<file path="src/rtl/lut_pkg.sv">
`default_nettype none
// ============================================================================
// Module      : lut_pkg
// Description : Shared constants and configuration-state encoding for the
//               serial-configured LUT family.
// Revision    : 1.0 - initial release
// ============================================================================
package lut_pkg;

    localparam int LUT_K_MAX = 6;

    typedef enum logic [1:0] {
        EMPTY = 2'd0,
        LOAD  = 2'd1,
        FULL  = 2'd2
    } cfg_state_t;

endpackage
`default_nettype wire

</file>
<file path="src/rtl/cfg_shift_reg.sv">
`default_nettype none
// ============================================================================
// Module      : cfg_shift_reg
// Description : DEPTH-bit serial staging register with saturating bit count.
// Revision    : 1.0 - initial release
// ============================================================================
module cfg_shift_reg
    import lut_pkg::*;
#(
    parameter int DEPTH = 8
) (
    input  logic             clk,
    input  logic             reset,
    input  logic             i_enable,
    input  logic             i_din,
    input  logic             i_clear,
    output logic [DEPTH-1:0] o_stg,
    output logic             o_so,
    output logic             o_full
);

    localparam int              CW      = $clog2(DEPTH + 1);
    localparam logic [CW-1:0]   c_depth = CW'(DEPTH);
    localparam logic [CW-1:0]   c_one   = CW'(1);

    logic [DEPTH-1:0] r_stg;
    logic [CW-1:0]    r_cnt;
    logic [CW-1:0]    w_cnt_nxt;
    cfg_state_t       r_state;
    cfg_state_t       w_state_nxt;

    // A clear comes only from an accepted commit; a shift in the same cycle
    // counts as the first bit of the next stream.
    always_comb begin
        w_cnt_nxt   = r_cnt;
        w_state_nxt = LOAD;
        if (i_clear) begin
            w_cnt_nxt = i_enable ? c_one : '0;
        end else if (i_enable && (r_cnt != c_depth)) begin
            w_cnt_nxt = r_cnt + c_one;
        end
        if (w_cnt_nxt == '0) begin
            w_state_nxt = EMPTY;
        end else if (w_cnt_nxt == c_depth) begin
            w_state_nxt = FULL;
        end
    end

    always_ff @(posedge clk) begin
        if (reset) begin
            r_stg   <= '0;
            r_cnt   <= '0;
            r_state <= EMPTY;
        end else begin
            if (i_enable) begin
                r_stg <= {r_stg[DEPTH-2:0], i_din};
            end
            r_cnt   <= w_cnt_nxt;
            r_state <= w_state_nxt;
        end
    end

    assign o_stg  = r_stg;
    assign o_so   = r_stg[DEPTH-1];
    assign o_full = (r_state == FULL);

endmodule
`default_nettype wire

</file>
<file path="src/rtl/serial_cfg_lut.sv">
`default_nettype none
// ============================================================================
// Module      : serial_cfg_lut
// Description : K-input LUT loaded through a daisy-chainable serial stream,
//               with atomic commit from staging into the active table.
// Revision    : 1.0 - initial release
// ============================================================================
module serial_cfg_lut
    import lut_pkg::*;
#(
    parameter int                INIT_K_DUMMY = 0,
    parameter int                K       = 3,
    parameter logic [2**K-1:0]   INIT    = '0,
    parameter bit                REG_OUT = 1'b0
) (
    input  logic          clk,
    input  logic          reset,
    input  logic          enable,
    input  logic          S,
    input  logic          commit,
    input  logic [K-1:0]  sel,
    output logic          Z,
    output logic          so,
    output logic          cfg_done,
    output logic          cfg_err,
    output logic          full
);

    localparam int DEPTH = 2**K;

    generate
        if ((K < 1) || (K > LUT_K_MAX) || (INIT_K_DUMMY != 0)) begin : g_bad_k
            $error("serial_cfg_lut: K out of range");
        end
    endgenerate

    logic [DEPTH-1:0] w_stg;
    logic             w_full;
    logic             w_accept;
    logic             w_reject;
    logic [DEPTH-1:0] r_act;
    logic             r_done;
    logic             r_err;

    assign w_accept = commit & w_full;
    assign w_reject = commit & ~w_full;

    cfg_shift_reg #(
        .DEPTH (DEPTH)
    ) u_cfg_shift_reg (
        .clk      (clk),
        .reset    (reset),
        .i_enable (enable),
        .i_din    (S),
        .i_clear  (w_accept),
        .o_stg    (w_stg),
        .o_so     (so),
        .o_full   (w_full)
    );

    // w_stg is the pre-shift staging value, so a commit coinciding with a
    // shift still captures the complete table.
    always_ff @(posedge clk) begin
        if (reset) begin
            r_act  <= INIT;
            r_done <= 1'b0;
            r_err  <= 1'b0;
        end else begin
            if (w_accept) begin
                r_act <= w_stg;
            end
            r_done <= w_accept;
            r_err  <= w_reject;
        end
    end

    generate
        if (REG_OUT) begin : g_reg_out
            logic r_z;
            always_ff @(posedge clk) begin
                if (reset) begin
                    r_z <= 1'b0;
                end else begin
                    r_z <= r_act[sel];
                end
            end
            assign Z = r_z;
        end else begin : g_comb_out
            assign Z = r_act[sel];
        end
    endgenerate

    assign cfg_done = r_done;
    assign cfg_err  = r_err;
    assign full     = w_full;

endmodule
`default_nettype wire

</file>
<file path="config.mk">
export PLATFORM = sky130hd
export DESIGN_NAME = serial_cfg_lut
export DESIGN_NICKNAME = d
export VERILOG_FILES = /design/src/rtl/lut_pkg.sv /design/src/rtl/cfg_shift_reg.sv /design/src/rtl/serial_cfg_lut.sv
export SDC_FILE = /design/constraint.sdc
export NUM_CORES = 1
export LEC_CHECK = 0
export ABC_AREA = 1
export ABC_CLOCK_PERIOD_IN_PS = 1260
export CORE_MARGIN = 2
export CORE_UTILIZATION = 35
export CTS_CLUSTER_SIZE = 40
export DETAILED_ROUTE_END_ITERATION = 6
export PLACE_DENSITY_LB_ADDON = 0.08
export SYNTH_ARGS = -nofsm -noshare
export SYNTH_HDL_FRONTEND = slang
export SYNTH_SLANG_ARGS = --single-unit
</file>
<file path="constraint.sdc">
create_clock -name clk -period 1.26 [get_ports clk]
set_input_delay 0.252 -clock clk [delete_from_list [all_inputs] [get_ports clk]]
set_output_delay 0.252 -clock clk [all_outputs]
set_load 0.1 [all_outputs]
</file>
==> parameters.txt <==
Parameter                              Value

Floorplan
  I/O pin count ... 13
  Number of placement rows ... 19
  Initial Utilization ... 37.5%
  Core area ... 0.00283 mm^2
  Die width ... 59.1 um
  Die area ... 0.00349 mm^2
  Die Y-Extent ... 59.1 um

STA
  Final worst hold slack ... 0.474 ns
  Headroom to the max-slew limit ... 76.9%
  Maximum achievable frequency ... 652 MHz
  Tmin final ... 1.53 ns
  Final clock period utilization by the worst path ... 122%
  RSZ-0062 raised after global routing ... true
  Hold violation count in the final report ... 0
  Smallest setup slack after layout ... -0.275 ns
  Count of pins over their slew limit ... 0
  Clock tree skew after final layout ... 0.00394 ns
  Tightest Pin Transition ... 0.346 ns
  Final setup violation count ... 2

CTS
  Number of buffers created by CTS ... 3
  Clock Sink Count ... 24
  Clock-pin slew reported for the worst setup and hold paths after clock tree synthesis ... 0.13 ns
  Cell at the root of the clock tree ... sky130_fd_sc_hd__clkbuf_4
  Clock insertion delay at the later pin of the skew report ... 0.31 ns
  Clock buffer depth ... 2
  H-tree lvl count ... 1
  Clock tree from TritonCTS ... yes

Job
  Total of max-cap violations ... 0

Outcome
  Result of the run ... finished, violations left
  Violations in the final reports ... setup timing

Global route
  Number of antenna violations at the first check in global routing ... 0
  Maximum number of pins on one net before global-route repair ... 14
  Number of global-route vias before repair ... 917
  Total overflow reported by the global router ... 0
  GRT Resource Usage Total ... 14.7%
  Wire length of the first global-routing pass ... 3900 um

Synth
  Post-synthesis async set-or-reset flop share ... 0%
  Seq/Total Area, Yosys ... 45.3%
  List of most frequent post-synthesis cells ... sky130_fd_sc_hd__dfxtp_1, sky130_fd_sc_hd__inv_1, sky130_fd_sc_hd__nor2_1
  Post-synthesis register bit count ... 24
  Count of flip-flops with a built-in enable after synthesis ... 0
  Portion of synthesized cell area occupied by the leading cell type ... 45.3%
  Top FF cell, synth ... sky130_fd_sc_hd__dfxtp_1
  Cell variety after synth ... 20
  Synth Instances ... 132
  Dominant cells by area after synthesis ... sky130_fd_sc_hd__dfxtp_1, sky130_fd_sc_hd__o21ai_0, sky130_fd_sc_hd__inv_1, sky130_fd_sc_hd__nor2_1, sky130_fd_sc_hd__nand2_1
  Most frequently used cell type in the post-synthesis netlist ... sky130_fd_sc_hd__dfxtp_1
  Warnings from Yosys ... 0
  Nets in the synthesized netlist ... 142
  Most area-hungry cell type in the Yosys netlist ... sky130_fd_sc_hd__dfxtp_1
  Avg Cell Area, Syn ... 8.04 um^2
  Area of the mapped netlist ... 0.00106 mm^2

Power and ir drop
  Leakage component of the power ... 0.654 nW
  Maximum vdd ir drop ... 0.645 mV
  Cell area power density ... 1010 mW/mm^2
  Power, Total ... 1.53 mW

Hold path
  Hold path endpoint ... u_cfg_shift_reg.o_stg[7]
  Number of cells on the worst hold path ... 2
  Start point of the worst hold path ... u_cfg_shift_reg.o_stg[6]
  Worst min-delay path class ... reg -> reg

Critical path
  Cell count of the worst reg-to-reg path ... 10
  Critical path origin ... r_act[6]
  R2r setup slk ... 0.03 ns
  Type of the worst setup path ... reg -> out
  R2r endpoint ... u_cfg_shift_reg.r_state[1]
  Startpoint type of the worst setup path ... register
  Worst setup EP type ... output port
  Largest driver fanout on the critical path ... 2
  Data required time at the worst endpoint ... 1.01 ns
  R2R Path Start ... u_cfg_shift_reg.r_cnt[1]
  CP Data Arrival Time ... 1.28 ns

Place
  Post-DP HPWL ... 1770 um
  Post-detailed-placement cell area ... 0.00136 mm^2
  Quantity of I/O buffers inserted on ports ... 12
  Placed cells ... 185
  Worst slack, placed ... -0.509 ns
  Routability cong. ... 0.798

Drt
  Post-detailed-route via-to-cell ratio ... 4.93
  Via count ... 956
  1st-pass router iterations ... 4
  Routed wire length per instance ... 11.9 um
  Remaining antenna violation count after routing ... 0
  Wire length reported by the detailed router ... 2310 um
  Number of DRC markers in iteration 0 ... 25
  DRC ... 0

Finish
  Antenna Cells ... 0
  Layout cells sized above 1 ... 42.3%
  Layout area overhead ... 42.7%
  Layout net count ... 174
  Area of combinational cells with multiple inputs ... 567 um^2
  Fillers ... 275
  Area taken by flip-flops and latches ... 488 um^2
  Layout Cells excl Fill ... 194
  Final non-filler cell area ... 0.00151 mm^2
worst max-delay path by stage:
stage,slack [ns],to
detailed placement,-0.51,Z
floorplan,0.03,u_cfg_shift_reg.r_state[1]
finish,-0.27,Z
global route,-0.34,Z
CTS,-0.30,Z
global placement,-0.44,Z
metal layers:
metal  vias to the layer above  global-route usage [%]  wire, um
li1                        489                       -         -
met1                       447                    17.4      1110
met2                        18                    26.2      1100
met3                         2                    3.93        73
met4                         0                    3.90        17
met5                         -                       0         0
power by group:
part,internal (mW),switching (mW)
registers,0.788,0.0188
logic,0.141,0.179
clock network,0.177,0.225
total,1.11,0.423
worst max-delay path: stages, from the launching register on:
cell                      delay (ns)
sky130_fd_sc_hd__dfxtp_1        0.33
sky130_fd_sc_hd__inv_1          0.05
sky130_fd_sc_hd__a21oi_1        0.12
sky130_fd_sc_hd__o21ai_1        0.08
sky130_fd_sc_hd__nand3_1        0.08
sky130_fd_sc_hd__o21a_4         0.14
sky130_fd_sc_hd__buf_12         0.16
sequential cells by signal (all words and copies together) (netlist names):
signal                   flops
cfg_err                      1
r_act                        8
u_cfg_shift_reg.o_stg        8
u_cfg_shift_reg.r_state      2
cfg_done                     1
u_cfg_shift_reg.r_cnt        4
layout by cell type (no fill, tap or decap), types with 3 or more instances in the layout:
cell type,instances
sky130_fd_sc_hd__nand3_1,7
sky130_fd_sc_hd__nand3_4,3
sky130_fd_sc_hd__dfxtp_2,6
sky130_fd_sc_hd__buf_4,15
sky130_fd_sc_hd__nor2_4,3
sky130_fd_sc_hd__o21ai_1,5
sky130_fd_sc_hd__dfxtp_1,18
sky130_fd_sc_hd__o21ai_0,9
sky130_fd_sc_hd__inv_2,10
sky130_fd_sc_hd__clkdlybuf4s50_1,4
sky130_fd_sc_hd__nor2_1,17
sky130_fd_sc_hd__nand2_2,5
sky130_fd_sc_hd__nand3_2,3
sky130_fd_sc_hd__a22o_1,4
sky130_fd_sc_hd__clkbuf_4,3
sky130_fd_sc_hd__nand2_1,8
sky130_fd_sc_hd__a21oi_2,3
sky130_fd_sc_hd__buf_12,5
sky130_fd_sc_hd__nand2_4,3
sky130_fd_sc_hd__inv_1,13
sky130_fd_sc_hd__a21oi_1,5
logic make-up (layout without fill, tap and decap cells):
| family | after synthesis | count (layout) | share of synthesized area, % |
|---|---|---|---|
| adders and majority gates | 2 | 2 | 2.36 |
| DFF | 24 | 24 | 45.3 |
| and+or+nand+nor | 52 | 52 | 27.6 |
| buffers and inverters | 25 | 56 | 9.20 |
| AOI/OAI and AO/OA | 29 | 29 | 15.6 |
final cells by class:
type,instances,area share [%]
Multi-Input combinational cell,83,37.4
Sequential cell,24,32.2
Inverter,24,6.20
Timing Repair Buffer,28,19.2
Tap cell,31,2.56
Clock buffer,4,2.40
stage by stage:
stage,setup TNS (ns),util (%)
finish,-0.296,53.5
global route,-0.508,53.5
floorplan,0,-
detailed placement,-4.51,48.0
CTS,-0.331,50.5
global placement,-3.93,48.0
what timing repair did:
| action | in CTS | in global routing |
|---|---|---|
| buffers inserted | 2 | 3 |
| setup endpoints to repair | 5 | 6 |
| resized for setup | 12 | 25 |
| pin swaps | 0 | 7 |
| hold buffers | 0 | 0 |
Note: power is estimated with default switching activity, not from simulation.
